$ cat config.mk
export PLATFORM = sky130hd
export DESIGN_NAME = fp32_add_seq_flat
export DESIGN_NICKNAME = d
export VERILOG_FILES = /design/src/rtl/fp32_pkg.sv /design/src/rtl/fp32_add_seq_if.sv /design/src/rtl/fp32_unpack.sv /design/src/rtl/fp32_add_seq.sv /design/src/flat_wrapper.sv
export SDC_FILE = /design/constraint.sdc
export NUM_CORES = 1
export LEC_CHECK = 0
export BUFFER_PORTS_ARGS = -buffer_cell sky130_fd_sc_hd__buf_2
export CAP_MARGIN = 20
export CORE_MARGIN = 1.5
export CORE_UTILIZATION = 55
export CTS_BUF_LIST = sky130_fd_sc_hd__clkbuf_4 sky130_fd_sc_hd__clkbuf_8 sky130_fd_sc_hd__clkbuf_16
export DETAILED_ROUTE_END_ITERATION = 8
export GPL_TIMING_DRIVEN = 0
export HOLD_SLACK_MARGIN = 0.06
export PLACE_DENSITY = 0.74
export SYNTH_ARGS = -nofsm -noshare
export SYNTH_HDL_FRONTEND = slang
export SYNTH_SLANG_ARGS = --single-unit
$ cat constraint.sdc
create_clock -name clk -period 6.4 [get_ports clk]
set_input_delay 1.28 -clock clk [delete_from_list [all_inputs] [get_ports clk]]
set_output_delay 1.28 -clock clk [all_outputs]
set_load 0.05 [all_outputs]
$ cat src/rtl/fp32_pkg.sv
// Shared definitions for the binary32 adder sequencer: field widths, encodings,
// FSM states and the bit positions inside the flags word.
package fp32_pkg;

  localparam int EXP_W   = 8;
  localparam int MAN_W   = 23;
  localparam int BIAS    = 127;
  localparam int EXP_MAX = 255;

  localparam logic [31:0] FP32_QNAN = 32'h7FC0_0000;

  localparam int FLAG_INVALID  = 2;
  localparam int FLAG_OVERFLOW = 1;
  localparam int FLAG_INEXACT  = 0;

  typedef enum logic [2:0] {
    S_IDLE   = 3'd0,
    S_UNPACK = 3'd1,
    S_ALIGN  = 3'd2,
    S_ADD    = 3'd3,
    S_NORM   = 3'd4,
    S_ROUND  = 3'd5,
    S_DONE   = 3'd6
  } state_t;

  typedef struct packed {
    logic             sign;
    logic [EXP_W-1:0] exp_eff;
    logic [MAN_W:0]   sig;
    logic             is_inf;
    logic             is_nan;
  } fp_fields_t;

endpackage

$ cat src/rtl/fp32_add_seq_if.sv
// Operand/result handshake bundle between the issue logic, the adder sequencer
// and the writeback stage.
interface fp32_add_seq_if;
  logic        in_valid;
  logic        in_ready;
  logic [31:0] op_a;
  logic [31:0] op_b;
  logic        sub;
  logic        out_valid;
  logic        out_ready;
  logic [31:0] result;
  logic [2:0]  flags;

  modport master (
    output in_valid, op_a, op_b, sub, out_ready,
    input  in_ready, out_valid, result, flags
  );

  modport slave (
    input  in_valid, op_a, op_b, sub, out_ready,
    output in_ready, out_valid, result, flags
  );
endinterface

$ cat src/rtl/fp32_unpack.sv
// Splits a binary32 word into sign, effective exponent (subnormals use 1),
// significand with hidden bit, and the inf/NaN classification.
module fp32_unpack
  import fp32_pkg::*;
(
  input  logic [31:0] op,
  output fp_fields_t  fields
);

  always_comb begin
    fields.sign    = op[31];
    fields.exp_eff = (op[30:23] == 8'd0) ? 8'd1 : op[30:23];
    fields.sig     = {(op[30:23] != 8'd0), op[22:0]};
    fields.is_inf  = (op[30:23] == 8'hFF) && (op[22:0] == 23'd0);
    fields.is_nan  = (op[30:23] == 8'hFF) && (op[22:0] != 23'd0);
  end

endmodule

$ cat src/rtl/fp32_add_seq.sv
// Multi-cycle binary32 adder: one FSM steps a shared unpack/align/add/norm/round
// datapath. Define FP32_ADD_RNE_EN for round-to-nearest-even, otherwise truncation.
module fp32_add_seq
  import fp32_pkg::*;
#(
  parameter int ALIGN_MAX = 26
)
(
  input logic          clk,
  input logic          rst,
  fp32_add_seq_if.slave bus
);

  localparam logic [7:0] ALIGN_CAP = 8'(ALIGN_MAX);
  localparam logic [9:0] EXP_TOP   = 10'(EXP_MAX);

  state_t      state_r;
  logic        in_ready_r;
  logic        out_valid_r;
  logic [31:0] result_r;
  logic [2:0]  flags_r;
  logic [31:0] a_r;
  logic [31:0] b_r;
  logic        sx_r;
  logic        sy_r;
  logic [9:0]  ex_r;
  logic [27:0] xm_r;
  logic [27:0] ym_r;
  logic [7:0]  cnt_r;

  fp_fields_t  fa_s;
  fp_fields_t  fb_s;
  logic        x_sign_s, y_sign_s;
  logic [7:0]  x_exp_s, y_exp_s;
  logic [23:0] x_sig_s, y_sig_s;
  logic [7:0]  gap_s;
  logic [7:0]  d_s;
  logic        special_s;
  logic [31:0] spec_res_s;
  logic [2:0]  spec_flags_s;
  logic [27:0] sum_s;
  logic [27:0] add_man_s;
  logic [9:0]  add_exp_s;
  logic        add_norm_s;
  logic        norm_more_s;
  logic        inexact_s;
  logic        round_up_s;
  logic [24:0] rnd_sum_s;
  logic [23:0] rnd_sig_s;
  logic [9:0]  rnd_exp_s;
  logic [31:0] rnd_res_s;
  logic [2:0]  rnd_flags_s;

  fp32_unpack u_unpack_a (.op(a_r), .fields(fa_s));
  fp32_unpack u_unpack_b (.op(b_r), .fields(fb_s));

  assign bus.in_ready  = in_ready_r;
  assign bus.out_valid = out_valid_r;
  assign bus.result    = result_r;
  assign bus.flags     = flags_r;

  // Magnitude ordering, alignment distance and special-operand decode.
  always_comb begin
    // Raw bits order magnitudes correctly, subnormals included.
    if (b_r[30:0] > a_r[30:0]) begin
      x_sign_s = fb_s.sign; x_exp_s = fb_s.exp_eff; x_sig_s = fb_s.sig;
      y_sign_s = fa_s.sign; y_exp_s = fa_s.exp_eff; y_sig_s = fa_s.sig;
    end else begin
      x_sign_s = fa_s.sign; x_exp_s = fa_s.exp_eff; x_sig_s = fa_s.sig;
      y_sign_s = fb_s.sign; y_exp_s = fb_s.exp_eff; y_sig_s = fb_s.sig;
    end
    gap_s = x_exp_s - y_exp_s;
    if (gap_s > ALIGN_CAP) begin
      d_s = ALIGN_CAP;
    end else begin
      d_s = gap_s;
    end
    special_s    = 1'b0;
    spec_res_s   = 32'd0;
    spec_flags_s = 3'b000;
    if (fa_s.is_nan || fb_s.is_nan ||
        (fa_s.is_inf && fb_s.is_inf && (fa_s.sign != fb_s.sign))) begin
      special_s                  = 1'b1;
      spec_res_s                 = FP32_QNAN;
      spec_flags_s[FLAG_INVALID] = 1'b1;
    end else if (fa_s.is_inf) begin
      special_s  = 1'b1;
      spec_res_s = a_r;
    end else if (fb_s.is_inf) begin
      special_s  = 1'b1;
      spec_res_s = b_r;
    end else begin
      special_s = 1'b0;
    end
  end

  // Mantissa add/subtract with carry renormalisation, plus NORM loop control.
  always_comb begin
    if (sx_r == sy_r) begin
      sum_s = xm_r + ym_r;
    end else begin
      sum_s = xm_r - ym_r;
    end
    if (sum_s[27]) begin
      add_man_s = {1'b0, sum_s[27:2], sum_s[1] | sum_s[0]};
      add_exp_s = ex_r + 10'd1;
    end else begin
      add_man_s = sum_s;
      add_exp_s = ex_r;
    end
    add_norm_s  = (add_man_s != 28'd0) && !add_man_s[26] && (add_exp_s > 10'd1);
    norm_more_s = !xm_r[25] && (ex_r > 10'd2);
  end

  // Rounding on guard/round/sticky and final packing.
  always_comb begin
    inexact_s = |xm_r[2:0];
`ifdef FP32_ADD_RNE_EN
    round_up_s = xm_r[2] & (xm_r[1] | xm_r[0] | xm_r[3]);
`else
    round_up_s = 1'b0;
`endif
    rnd_sum_s = {1'b0, xm_r[26:3]} + {24'd0, round_up_s};
    if (rnd_sum_s[24]) begin
      rnd_sig_s = rnd_sum_s[24:1];
      rnd_exp_s = ex_r + 10'd1;
    end else begin
      rnd_sig_s = rnd_sum_s[23:0];
      rnd_exp_s = ex_r;
    end
    rnd_flags_s = 3'b000;
    if (xm_r == 28'd0) begin
      rnd_res_s = {sx_r & sy_r, 31'd0};
    end else if (rnd_exp_s >= EXP_TOP) begin
`ifdef FP32_ADD_RNE_EN
      rnd_res_s = {sx_r, 8'hFF, 23'd0};
`else
      rnd_res_s = {sx_r, 31'h7F7F_FFFF};
`endif
      rnd_flags_s[FLAG_OVERFLOW] = 1'b1;
      rnd_flags_s[FLAG_INEXACT]  = 1'b1;
    end else begin
      rnd_res_s = {sx_r, (rnd_sig_s[23] ? rnd_exp_s[7:0] : 8'd0), rnd_sig_s[22:0]};
      rnd_flags_s[FLAG_INEXACT] = inexact_s;
    end
  end

  // Controller and datapath registers; handshake outputs are registered here.
  always_ff @(posedge clk or posedge rst) begin
    if (rst) begin
      state_r     <= S_IDLE;
      in_ready_r  <= 1'b1;
      out_valid_r <= 1'b0;
      result_r    <= 32'd0;
      flags_r     <= 3'b000;
      a_r         <= 32'd0;
      b_r         <= 32'd0;
      sx_r        <= 1'b0;
      sy_r        <= 1'b0;
      ex_r        <= 10'd0;
      xm_r        <= 28'd0;
      ym_r        <= 28'd0;
      cnt_r       <= 8'd0;
    end else begin
      case (state_r)
        S_IDLE: begin
          if (bus.in_valid) begin
            a_r        <= bus.op_a;
            b_r        <= {bus.op_b[31] ^ bus.sub, bus.op_b[30:0]};
            in_ready_r <= 1'b0;
            state_r    <= S_UNPACK;
          end
        end
        S_UNPACK: begin
          if (special_s) begin
            result_r    <= spec_res_s;
            flags_r     <= spec_flags_s;
            out_valid_r <= 1'b1;
            state_r     <= S_DONE;
          end else begin
            sx_r    <= x_sign_s;
            sy_r    <= y_sign_s;
            ex_r    <= {2'b00, x_exp_s};
            xm_r    <= {1'b0, x_sig_s, 3'b000};
            ym_r    <= {1'b0, y_sig_s, 3'b000};
            cnt_r   <= d_s;
            state_r <= (d_s == 8'd0) ? S_ADD : S_ALIGN;
          end
        end
        S_ALIGN: begin
          ym_r  <= {1'b0, ym_r[27:2], ym_r[1] | ym_r[0]};
          cnt_r <= cnt_r - 8'd1;
          if (cnt_r == 8'd1) begin
            state_r <= S_ADD;
          end
        end
        S_ADD: begin
          xm_r    <= add_man_s;
          ex_r    <= add_exp_s;
          state_r <= add_norm_s ? S_NORM : S_ROUND;
        end
        S_NORM: begin
          xm_r <= {xm_r[26:0], 1'b0};
          ex_r <= ex_r - 10'd1;
          if (!norm_more_s) begin
            state_r <= S_ROUND;
          end
        end
        S_ROUND: begin
          result_r    <= rnd_res_s;
          flags_r     <= rnd_flags_s;
          out_valid_r <= 1'b1;
          state_r     <= S_DONE;
        end
        S_DONE: begin
          if (bus.out_ready) begin
            out_valid_r <= 1'b0;
            in_ready_r  <= 1'b1;
            state_r     <= S_IDLE;
          end
        end
        default: begin
          out_valid_r <= 1'b0;
          in_ready_r  <= 1'b1;
          state_r     <= S_IDLE;
        end
      endcase
    end
  end

endmodule

$ cat src/flat_wrapper.sv
// flat-port wrapper written by rule: the top's interface ports become plain ports
module fp32_add_seq_flat import fp32_pkg::*;
#(
  parameter int ALIGN_MAX = 26
)
  (clk, rst, bus_in_valid, bus_op_a, bus_op_b, bus_sub, bus_out_ready, bus_in_ready, bus_out_valid, bus_result, bus_flags);
  fp32_add_seq_if bus_i ();
  input logic clk;
  input logic rst;
  input wire logic [$bits(bus_i.in_valid)-1:0] bus_in_valid;
  input wire logic [$bits(bus_i.op_a)-1:0] bus_op_a;
  input wire logic [$bits(bus_i.op_b)-1:0] bus_op_b;
  input wire logic [$bits(bus_i.sub)-1:0] bus_sub;
  input wire logic [$bits(bus_i.out_ready)-1:0] bus_out_ready;
  output wire logic [$bits(bus_i.in_ready)-1:0] bus_in_ready;
  output wire logic [$bits(bus_i.out_valid)-1:0] bus_out_valid;
  output wire logic [$bits(bus_i.result)-1:0] bus_result;
  output wire logic [$bits(bus_i.flags)-1:0] bus_flags;
  assign bus_i.in_valid = bus_in_valid;
  assign bus_i.op_a = bus_op_a;
  assign bus_i.op_b = bus_op_b;
  assign bus_i.sub = bus_sub;
  assign bus_i.out_ready = bus_out_ready;
  assign bus_in_ready = bus_i.in_ready;
  assign bus_out_valid = bus_i.out_valid;
  assign bus_result = bus_i.result;
  assign bus_flags = bus_i.flags;
  fp32_add_seq #(.ALIGN_MAX(ALIGN_MAX)) u_core (.clk(clk), .rst(rst), .bus(bus_i));
endmodule
## Yosys cells after proc, flatten, opt, wreduce, memory -nomap -nowiden

Cells that the tools add are included.

| word-level totals | value |
|---|---|
| register bits | 180 |
| bits of input ports | 69 |
| word-level logic and storage cells | 138 |

| cells by class | value |
|---|---|
| add/subtract/negate cells | 6 |
| magnitude comparators | 5 |
| eq/ne operators | 17 |
| mux-type cells | 51 |
| bitwise operators | 7 |
| reductions and logical operators | 39 |

Operator list:

| kind | count |
|---|---|
| $mux W32 | 5 |
| $mux W28 | 3 |
| $pmux W28 S3 | 1 |
| $pmux W32 S2 | 1 |
| $mux W8 | 7 |
| $pmux W28 S2 | 1 |
| $mux W24 | 2 |
| $logic_not A23 Y1 | 2 |
| $reduce_bool A23 Y1 | 2 |
| $gt A31 B31 Y1 | 1 |
| $mux W31 | 1 |
| $pmux W10 S3 | 1 |
| $add A28 B28 Y28 | 1 |
| $logic_not A28 Y1 | 1 |
| $reduce_bool A28 Y1 | 1 |
| $sub A28 B28 Y28 | 1 |
| $mux W27 | 1 |
| $logic_not A8 Y1 | 3 |
| $pmux W3 S7 | 1 |
| $mux W10 | 2 |
| $mux W3 | 6 |
| $eq A8 B8 Y1 const B | 2 |
| $pmux W8 S2 | 1 |
| $reduce_bool A8 Y1 | 2 |
| other kinds (37) | 76 |

## Depth between registers and ports, before layout

Gate-level depths: netlist of the first run.

| logic depth | value |
|---|---|
| depth after elaboration | 10 |
| depth in mapped cells | 24 |

## Hierarchy

Synthesis of the first run repeated with hierarchy kept, for this count alone.

| second synthesis, totals | value |
|---|---|
| cell total of the unflattened synthesis | 1707 |
| area total of the unflattened synthesis | 14063.5 sq um |

By module, submodules not included:

| module | times used | cells each | area an instance (sq um) | sequential area each (sq um) |
|---|---|---|---|---|
| fp32_add_seq | 1 | 1611 | 13397.8 | 4480.5 |
| fp32_unpack | 2 | 48 | 332.8 | 0.0 |

## Worst setup path before layout of the first run

OpenSTA, ideal clock, no wires.

| timing path | value |
|---|---|
| kind | reg2reg |
| start | register u_core.ym_r[8] |
| end | register u_core.state_r[0] |
| library setup time | 0.082 ns |
| data arrival time | 5.368 ns |
| required time | 6.318 ns |
| slack | 0.950 ns |
| cell stages (with the launch flop) | 19 |
| buffers on the path | 0 |
| period minus slack after synthesis | 5.450 ns |
| path through | dfrtp_1 -> or4_1 -> or3_1 -> or3_4 -> or2_2 -> or3_1 -> or3_1 -> o21ai_0 -> xnor2_1 -> ha_1 -> nand4_1 -> or2_2 -> a211oi_1 -> nor3_1 -> xor2_1 -> nand4_1 -> or4_1 -> or4_1 -> a31oi_1 |

| between the ends | value |
|---|---|
| longest elaborated chain between the ends | 8 |

RTL lines:

| what | line | source |
|---|---|---|
| start: declaration | fp32_add_seq.sv:28 | `logic [27:0] ym_r;` |
| start signal: assignment | fp32_add_seq.sv:185 | `ym_r <= {1'b0, y_sig_s, 3'b000};` |
| start signal: assignment | fp32_add_seq.sv:191 | `ym_r <= {1'b0, ym_r[27:2], ym_r[1] \| ym_r[0]};` |
| $sub A28 B28 Y28 or $add A28 B28 Y28 (tied branches) | fp32_add_seq.sv:102, fp32_add_seq.sv:100 |  |
| $mux W28 * | fp32_add_seq.sv:99 | `if (sx_r == sy_r) begin` |
| branches (longest 3 deep; another with $gt A10 B1 Y1) | n/a |  |
| $logic_and A1 B1 Y1 * | fp32_add_seq.sv:111 | `add_norm_s = (add_man_s != 28'd0) && !add_man_s[26] && (add_exp_s > 10'd1);` |
| $mux W1 * | fp32_add_seq.sv:200 | `state_r <= add_norm_s ? S_NORM : S_ROUND;` |
| $pmux W3 S7 * | fp32_add_seq.sv:165 | `case (state_r)` |
| end signal: assignment | fp32_add_seq.sv:187 | `state_r <= (d_s == 8'd0) ? S_ADD : S_ALIGN;` |
| end signal: assignment | fp32_add_seq.sv:200 |  |
| end: declaration | fp32_add_seq.sv:17 | `state_t state_r;` |

Mark *: on every way between the ends.
A chain may end at the register's enable or synchronous reset.

## Worst setup path in the final report of the first run

Ends and elaborated chain as after synthesis.

==> results of run 1 <==
## tightest hold or removal path, delay by kind of cell (launching register included)
family,cells,cell delay (ns)
compound gates,1,0.06
flops,1,0.34
simple gates,1,0.04
## timing repair
action,in CTS,in global routing
resized for setup,0,7
setup endpoints to repair,1,27
buffers inserted,2,1
endpoints found under the hold margin,0,0
## per-stage QoR
| step | utilization | cells |
|---|---|---|
| after global placement | 0.603 | 1834 |
| final | 0.634 | 1870 |
| after detailed placement | 0.605 | 1835 |
| after CTS | 0.633 | 1869 |
| after floorplan | - | 1449 |
| after global routing | 0.634 | 1870 |
## cells in the mapped netlist (15+ instances only)
| cell type | instances | area (um^2) |
|---|---|---|
| nand2_1 | 174 | 653 |
| nor2_1 | 123 | 462 |
| xor2_1 | 15 | 131 |
| mux2_2 | 36 | 405 |
| nor3_1 | 27 | 135 |
| xnor2_1 | 44 | 385 |
| nand3_1 | 20 | 100 |
| ha_1 | 73 | 913 |
| a21o_1 | 23 | 173 |
| clkbuf_1 | 71 | 267 |
| a221oi_1 | 16 | 140 |
| dfrtp_1 | 178 | 4450 |
| nor4_1 | 26 | 163 |
| mux2i_1 | 55 | 551 |
| a21oi_1 | 94 | 470 |
| a22oi_1 | 26 | 195 |
| nand4_1 | 22 | 138 |
| o21ai_0 | 168 | 841 |
| inv_1 | 56 | 210 |
## layout by cell type, fill, tap and decap left out, types with 7 or more instances in the layout
cell type,count
dfrtp_1,178
o21ai_0,167
nor2_1,123
clkbuf_1,69
o22a_1,9
nand3_1,20
o21a_1,7
a221oi_1,16
xnor2_1,44
o221ai_1,9
o31ai_1,14
a21o_1,23
a211oi_1,13
clkbuf_16,17
nor3_1,27
nor4_1,26
nand2_1,174
nor2b_1,8
a21oi_1,94
inv_1,55
buf_2,107
nand2b_1,10
ha_1,73
mux2i_1,55
xor2_1,15
a31oi_1,11
o211ai_1,11
or4_1,11
mux2_2,36
buf_1,8
or3_1,14
nand4_1,22
a22oi_1,26
nand3b_1,7
## logic make-up (layout without fill, tap and decap cells)
family,after synthesis,in the layout,share of synthesized area
and+or+nand+nor,464,464,0.173
AOI/OAI and AO/OA,438,438,0.220
DFF,179,179,0.363
buffers and inverters,141,282,0.0443
muxes,91,91,0.0775
adders and majority gates,75,75,0.0773
xor gates and xnor gates,61,61,0.0445
## per-layer routing
metal / vias to the layer above / share of wire
li1: 5528 / -
met1: 5453 / 0.44
met2: 511 / 0.44
met3: 88 / 0.086
met4: 0 / 0.035
met5: - / 0
## area by class of cell
cell class | count | area share
well taps | 280 | 0.0252
flip-flops and latches | 179 | 0.323
multi-input cells | 1129 | 0.527
plain buffers | 84 | 0.0242
clock inverters | 15 | 0.0121
inverters | 56 | 0.0157
repair buffers | 110 | 0.0420
clock buffers | 17 | 0.0306
## state kept, by name, indices dropped and copies added, names as in the netlist, 3 cells and up
name               count
u_core.bus.result     32
u_core.b_r            32
u_core.bus.flags       3
u_core.xm_r           28
u_core.ym_r           27
u_core.a_r            32
u_core.cnt_r           8
u_core.state_r         3
u_core.ex_r           10
## final timing paths
check | start | endpoint | depth (start not counted)
max | u_core.ym_r[8] | u_core.state_r[0] | 19
min | u_core.bus.result[16] | u_core.bus.result[16] | 2
max reg2reg | u_core.ym_r[8] | u_core.state_r[0] | 19
min reg2reg | u_core.bus.result[16] | u_core.bus.result[16] | 2
max in group asynchronous | rst | u_core.bus.result[9] | 3
min in group asynchronous | rst | u_core.b_r[15] | 2
==> results.md, run 1 <==
| Group | Item | Value |
|:---|:---|:---|
| sta | Final Skew | 0.0169 ns |
| place | Sum of net half-perimeters after detailed placement | 29.0 mm |
| sta | Worst-Margin Slew | 1.25 ns |
| clocking | Clk slew on worst S/H paths | 0.08 ns |
| sta | Period utilisation layout | 0.956 |
| worst setup path | Endpoint arrival time on the critical path | 6.49 ns |
| die | Starting utilization of the core area | 0.563 |
| die | # rows | 54 |
| clocking | Clk buf depth | 2 |
| drt | DRC violation total after the first TritonRoute iteration | 1,126 |
| clocking | Hold buffer count at cts | 0 |
| synth | Part of the Yosys area used for sequential elements | 0.363 |
| worst setup path | CP Buf/Inv Count | 1 |
| final layout | Final nets | 1,721 |
| worst hold path | Worst min path class | reg2reg |
| global route | Met1 Resource Use GR | 0.430 |
| synth | Number of distinct library cell variants in the gate-level netlist after synthesis | 66 |
| die | Top-level port count | 106 |
| worst setup path | Req. time, crit path | 6.78 ns |
| status | Result of the run | completed |
| sta | Worst Hold Slack | 0.475 ns |
| sta | Final hold vios | 0 |
| sta | Smallest setup slack after layout | 0.282 ns |
| synth | Flops & latches, synth | 179 |
| global route | Maximum number of pins on one net before global-route repair | 129 |
| clocking | CTS Sinks | 179 |
| die | Die boundary height | 153 um |
| worst setup path | Longest individual stage delay on the worst path | 0.59 ns |
| final layout | Antenna cell count | 0 |
| global route | M2 GR Usage | 0.497 |
| global route | Via count of the first global-routing pass | 10,929 |
| synth | Mapped Avg Cell Area | 8.51 um^2 |
| worst setup path | Slowest cell on the critical path | or4_1 |
| final layout | Sequential standard cell area | 0.00448 mm^2 |
| synth | Most common flop cell mapped by yosys | dfrtp_1 |
| synth | Number of cells produced by synthesis | 1,449 |
| sta | Max-slew headroom at the worst pin | 0.166 |
| die | CORE AREA | 0.0219 mm^2 |
| global route | Global-route usage over all layers | 0.320 |
| final layout | Layout cell share with drive strength beyond 1 | 0.126 |
| place | Worst slack, placed | 0.0353 ns |
| synth | Number of flops mapped to enable cells by yosys | 0 |
| global route | Wire length of the first global-routing pass | 58.5 mm |
| global route | Global routing usage on met3 | 0.0788 |
| global route | Antenna violations before repair | 0 |
| clocking | Clock insertion delay at the later pin of the skew report | 0.46 ns |
| sta | Max-slew violation count | 0 |
| synth | Number of warning messages in the yosys log | 0 |
| drt | Drt wl/cell | 20.0 um |
| drt | Final antenna-violating net count | 0 |
| synth | Net Count, Synth | 1,593 |
| clocking | Deepest level of the CTS H-tree | 4 |
| drt | Ratio of routed vias to standard cells | 6.19 |
| die | Die ar. | 0.0233 mm^2 |
| final layout | Total area of multi-input combinational cells | 0.00732 mm^2 |
| sta | RSZ-0062 raised after global routing | false |
| worst setup path | Startpoint-to-endpoint class of the critical path | reg2reg |
| place | Instance area after placement | 0.0132 mm^2 |
| clocking | Number of buffers inserted during clock tree synthesis | 17 |
| clocking | CTS tree | yes |
| worst setup path | Largest fanout on the critical path | 7 |
| die | X dimension of the die | 153 um |
| sta | Total negative setup slack | 0 ns |
| worst setup path | CP Capture Type | flip-flop |
| place | Number of buffer cells added on primary ports | 105 |
| drt | DRT Pass-1 Iters | 6 |
| flow run | Number of max-cap violations | 0 |
| global route | Aggregate global routing overflow | 0 |
| worst setup path | Setup slack, reg-to-reg | 0.28 ns |
| worst setup path | Critical-path cell list | or4_1 > or3_1 > or3_4 > or2_2 > or3_1 > or3_1 > o21ai_1 > xnor2_1 > ha_1 > nand4_1 > or2_2 > a211oi_4 > nor3_1 > xor2_1 > buf_4 > nand4_1 > or4_1 > or4_1 > a31oi_1 |
| global route | Top Usage Layer GRT | met2 |
| drt | Post-Route WL | 37.4 mm |
| final layout | Area of all placed cells without fillers | 0.0139 mm^2 |
| final layout | Number of fill cells | 1,919 |
| drt | DR DRC count | 0 |
| drt | Overall via count from detail_route | 11,580 |
| synth | Ys async rst share | 1.00 |
| worst setup path | Worst setup SP type | flip-flop |
| worst setup path | Top delay family on crit path | simple AND/OR/NAND/NOR gates |
| sta | Minimum period implied by the final worst setup slack | 6.12 ns |
| clocking | Root buf cell | clkbuf_16 |
| synth | Area of the mapped netlist | 0.0123 mm^2 |
| place | Placer's final routability congestion estimate | 0.929 |
| sta | Final number of setup-violating endpoints | 0 |
| sta | Timing-limited maximum frequency | 163 MHz |
| final layout | Syn-to-layout area delta | 12.6% |
Power of run 1 is left out: the tool's default activity adds up to more than one toggle a clock period on the data nets, which glitch-free logic cannot reach.
==> run 2: changes to the inputs <==
--- a/config.mk
+++ b/config.mk
@@ -5,6 +5,7 @@
 export SDC_FILE = /design/constraint.sdc
 export NUM_CORES = 1
 export LEC_CHECK = 0
+export ABC_AREA = 1
 export BUFFER_PORTS_ARGS = -buffer_cell sky130_fd_sc_hd__buf_2
 export CAP_MARGIN = 20
 export CORE_MARGIN = 1.5
@@ -14,6 +15,8 @@
 export GPL_TIMING_DRIVEN = 0
 export HOLD_SLACK_MARGIN = 0.06
 export PLACE_DENSITY = 0.74
+export RECOVER_POWER = 100
+export SKIP_CTS_REPAIR_TIMING = 1
 export SYNTH_ARGS = -nofsm -noshare
 export SYNTH_HDL_FRONTEND = slang
 export SYNTH_SLANG_ARGS = --single-unit
==> results.md, run 2 <==
| Group | Item | Value | Change |
|:---|:---|:---|:---|
| place | Sum of net half-perimeters after detailed placement | 35.8 mm | was 29.0 mm |
| synth | Area of the mapped netlist | 0.0134 mm^2 | was 0.0123 mm^2 |
| synth | Adder-cell share of the synthesized area | 0.0713 | was 0.0773 |
| synth | Number of cells produced by synthesis | 1,948 | was 1,449 |
| sta | Max-slew headroom at the worst pin | -1.46 | was 0.166 |
| die | # rows | 56 | was 54 |
| synth | Largest area contributor in the synthesized netlist | dfrtp_1 | unchanged |
| clocking | Root buf cell | clkbuf_16 | unchanged |
| global route | Wire length of the first global-routing pass | 70.1 mm | was 58.5 mm |
| final layout | Antenna cell count | 0 | unchanged |
| status | Result of the run | finished, violations left | was completed |
| worst setup path | CP Buf/Inv Count | 6 | was 1 |
| synth | Number of warning messages in the yosys log | 0 | unchanged |
| synth | Most common cell in the synthesized netlist | nand2_1 | was dfrtp_1 |
| clocking | Clk slew on worst S/H paths | 0.08 ns | about the same |
| global route | Aggregate global routing overflow | 0 | unchanged |
| status | Failing checks | capacitance limit, slew limit |  |
| synth | Compound-Gate Fraction of Synth Area | 0.160 | was 0.220 |
| synth | Mapped Avg Cell Area | 6.86 um^2 | was 8.51 um^2 |
| worst setup path | Top delay family on crit path | simple AND/OR/NAND/NOR gates | unchanged |
| die | X dimension of the die | 159 um | was 153 um |
| worst setup path | Reg-to-reg startpoint | u_core.ym_r[0] | was u_core.ym_r[8] |
| sta | Final number of setup-violating endpoints | 0 | unchanged |
| worst hold path | Worst min path class | reg2reg | unchanged |
| place | Number of buffer cells added on primary ports | 105 | unchanged |
| global route | Global-route usage over all layers | 0.355 | was 0.320 |
| die | CORE AREA | 0.0237 mm^2 | was 0.0219 mm^2 |
| global route | Via count of the first global-routing pass | 13,021 | was 10,929 |
| clocking | Clk buf depth | 2 | unchanged |
| synth | Post-synthesis xor/xnor area fraction | 0.0360 | was 0.0445 |
| global route | Antenna violations before repair | 0 | unchanged |
| clocking | CTS Sinks | 179 | unchanged |
| synth | Number of distinct library cell variants in the gate-level netlist after synthesis | 52 | was 66 |
| drt | Overall via count from detail_route | 13,858 | was 11,580 |
| sta | Minimum period implied by the final worst setup slack | 5.54 ns | was 6.12 ns |
| clocking | Deepest level of the CTS H-tree | 4 | unchanged |
| worst setup path | Worst setup SP type | flip-flop | unchanged |
| worst setup path | Longest individual stage delay on the worst path | 0.43 ns | was 0.59 ns |
| synth | Ranking of synthesized cells by instance count | 564 x nand2_1, 221 x inv_1, 180 x o21ai_0 | was 178 x dfrtp_1, 174 x nand2_1, 168 x o21ai_0 |
| drt | DR DRC count | 0 | unchanged |
| synth | Top cells by area in the synthesized netlist | dfrtp_1 33%, nand2_1 16%, ha_1 6.8% | was dfrtp_1 36%, ha_1 7.4%, o21ai_0 6.8% |
| sta | Timing-limited maximum frequency | 180 MHz | was 163 MHz |
| die | Die boundary height | 159 um | was 153 um |
| worst setup path | Largest fanout on the critical path | 10 | was 7 |
| global route | Maximum number of pins on one net before global-route repair | 99 | was 129 |
| sta | Period utilisation layout | 0.866 | was 0.956 |
| worst setup path | Top cell by count, worst path | nand2_1 |  |
| drt | Drt wl/cell | 18.5 um | was 20.0 um |
| synth | Number of flops mapped to enable cells by yosys | 0 | unchanged |
| sta | Max-slew violation count | 82 | was 0 |
| clocking | Clock insertion delay at the later pin of the skew report | 0.45 ns | was 0.46 ns |
| sta | Worst Hold Slack | 0.475 ns | about the same |
| final layout | Final nets | 2,217 | was 1,721 |
| drt | DRT Pass-1 Iters | 6 | unchanged |
| die | Die ar. | 0.0252 mm^2 | was 0.0233 mm^2 |
| synth | Share of the synthesized area in the top cell type | 0.333 | was 0.361 |
| worst hold path | Hold Startpoint | u_core.bus.result[12] | was u_core.bus.result[16] |
| synth | Net Count, Synth | 2,092 | was 1,593 |
| place | Cells after DPL | 2,373 | was 1,835 |
| final layout | Syn-to-layout area delta | 11.3% | was 12.6% |
| final layout | Area of all placed cells without fillers | 0.0149 mm^2 | was 0.0139 mm^2 |
| flow run | Number of max-cap violations | 1 | was 0 |
| final layout | Most frequent cells in the layout | 567 x nand2_1, 220 x inv_1, 189 x o21ai_0, 178 x dfrtp_1, 143 x nand3_1 | was 178 x dfrtp_1, 174 x nand2_1, 167 x o21ai_0, 123 x nor2_1, 107 x buf_2 |
| synth | Portion of netlist area occupied by mux cells | 0.00168 | was 0.0775 |
| final layout | Number of fill cells | 2,328 | was 1,919 |
| die | Top-level port count | 106 | unchanged |
| die | Starting utilization of the core area | 0.564 | was 0.563 |
| worst setup path | Startpoint-to-endpoint class of the critical path | reg2reg | unchanged |
| sta | RSZ-0062 raised after global routing | false | unchanged |
| worst setup path | CP Capture Type | flip-flop | unchanged |
| synth | Part of the Yosys area used for sequential elements | 0.335 | was 0.363 |
| drt | Post-Route WL | 44.5 mm | was 37.4 mm |
| sta | Worst-Margin Slew | 3.67 ns | was 1.25 ns |
| worst setup path | Slowest cell on the critical path | nor3_1 | was or4_1 |
| place | Instance area after placement | 0.0143 mm^2 | was 0.0132 mm^2 |
| synth | Ys async rst share | 1.00 | unchanged |
| synth | Flops & latches, synth | 179 | unchanged |
| worst setup path | Endpoint arrival time on the critical path | 5.92 ns | was 6.49 ns |
| worst setup path | Req. time, crit path | 6.77 ns | was 6.78 ns |
| drt | DRC violation total after the first TritonRoute iteration | 1,306 | was 1,126 |
| worst setup path | Beginning of the critical path | u_core.ym_r[0] | was u_core.ym_r[8] |
| drt | Final antenna-violating net count | 0 | unchanged |
| sta | Total negative setup slack | 0 ns | unchanged |
| final layout | Layout cell share with drive strength beyond 1 | 0.0724 | was 0.126 |
| final layout | Non-filler instance count after layout | 2,404 | was 1,870 |
| final layout | Most common cell after layout, fill and taps aside | nand2_1 | was dfrtp_1 |
| place | Placer's final routability congestion estimate | 0.959 | was 0.929 |
| sta | Final Skew | 0.0161 ns | was 0.0169 ns |
| synth | Largest family of logic cells by synthesized area | simple AND/OR/NAND/NOR gates | was compound AO/OA/AOI/OAI gates |
| sta | Final hold vios | 0 | unchanged |
| synth | Area fraction in and, or, nand and nor cells after synthesis | 0.304 | was 0.173 |
| drt | Ratio of routed vias to standard cells | 5.76 | was 6.19 |
| clocking | CTS tree | yes | unchanged |
| synth | Most common flop cell mapped by yosys | dfrtp_1 | unchanged |
| clocking | Number of buffers inserted during clock tree synthesis | 17 | unchanged |
[run 2: metal layers]
metal,vias to the layer above,track usage,part of all wire
li1,6691,-,-
met1,6493,0.488,0.44
met4,0,0.114,0.025
met5,-,0,0
met2,601,0.579,0.46
met3,73,0.0473,0.076
[run 2: tightest hold or removal path: stages (launching register included)]
cell and delay, ns:
dfrtp_1 0.35, nand2_1 0.05, nand2_1 0.04
[run 2: layout make-up]
class / instances / area (um^2) / share of cell area
buffer: 76 / 324 / 0.0218
clock buffer: 20 / 460 / 0.0310
clock inverter: 11 / 165 / 0.0111
inverter: 235 / 883 / 0.0594
multi-input combinational: 1458 / 7650 / 0.515
sequential: 179 / 4480 / 0.301
tap: 319 / 399 / 0.0268
timing repair buffer: 106 / 507 / 0.0341
[run 2: logic make-up after synthesis]
| logic type | after synthesis |
|---|---|
| and+or+nand+nor | 949 |
| AOI/OAI and AO/OA | 377 |
| buffers and inverters | 311 |
| DFF | 179 |
| adders and majority gates | 75 |
| xor gates and xnor gates | 55 |
| muxes | 2 |
[run 2: metrics by stage]
step,setup WS [ns],util
2_1_floorplan,0.263,-
3_3_place_gp,-1.77,0.603
3_5_place_dp,1.19,0.605
4_1_cts,1.18,0.631
5_1_grt,0.275,0.628
6_report,0.857,0.628
[run 2: final timing paths]
| check | to | slack (ns) | cells past startpoint |
|---|---|---|---|
| worst min-delay path | u_core.bus.result[12] | 0.47 | 2 |
| worst max register to register | u_core.state_r[0] | 0.86 | 36 |
| worst max-delay path | u_core.state_r[0] | 0.86 | 36 |
| worst min register to register | u_core.bus.result[12] | 0.47 | 2 |
| min in group asynchronous | u_core.a_r[3] | 1.92 | 2 |
| max in group asynchronous | u_core.a_r[26] | 2.85 | 2 |
Power of run 2 is left out for the same reason.
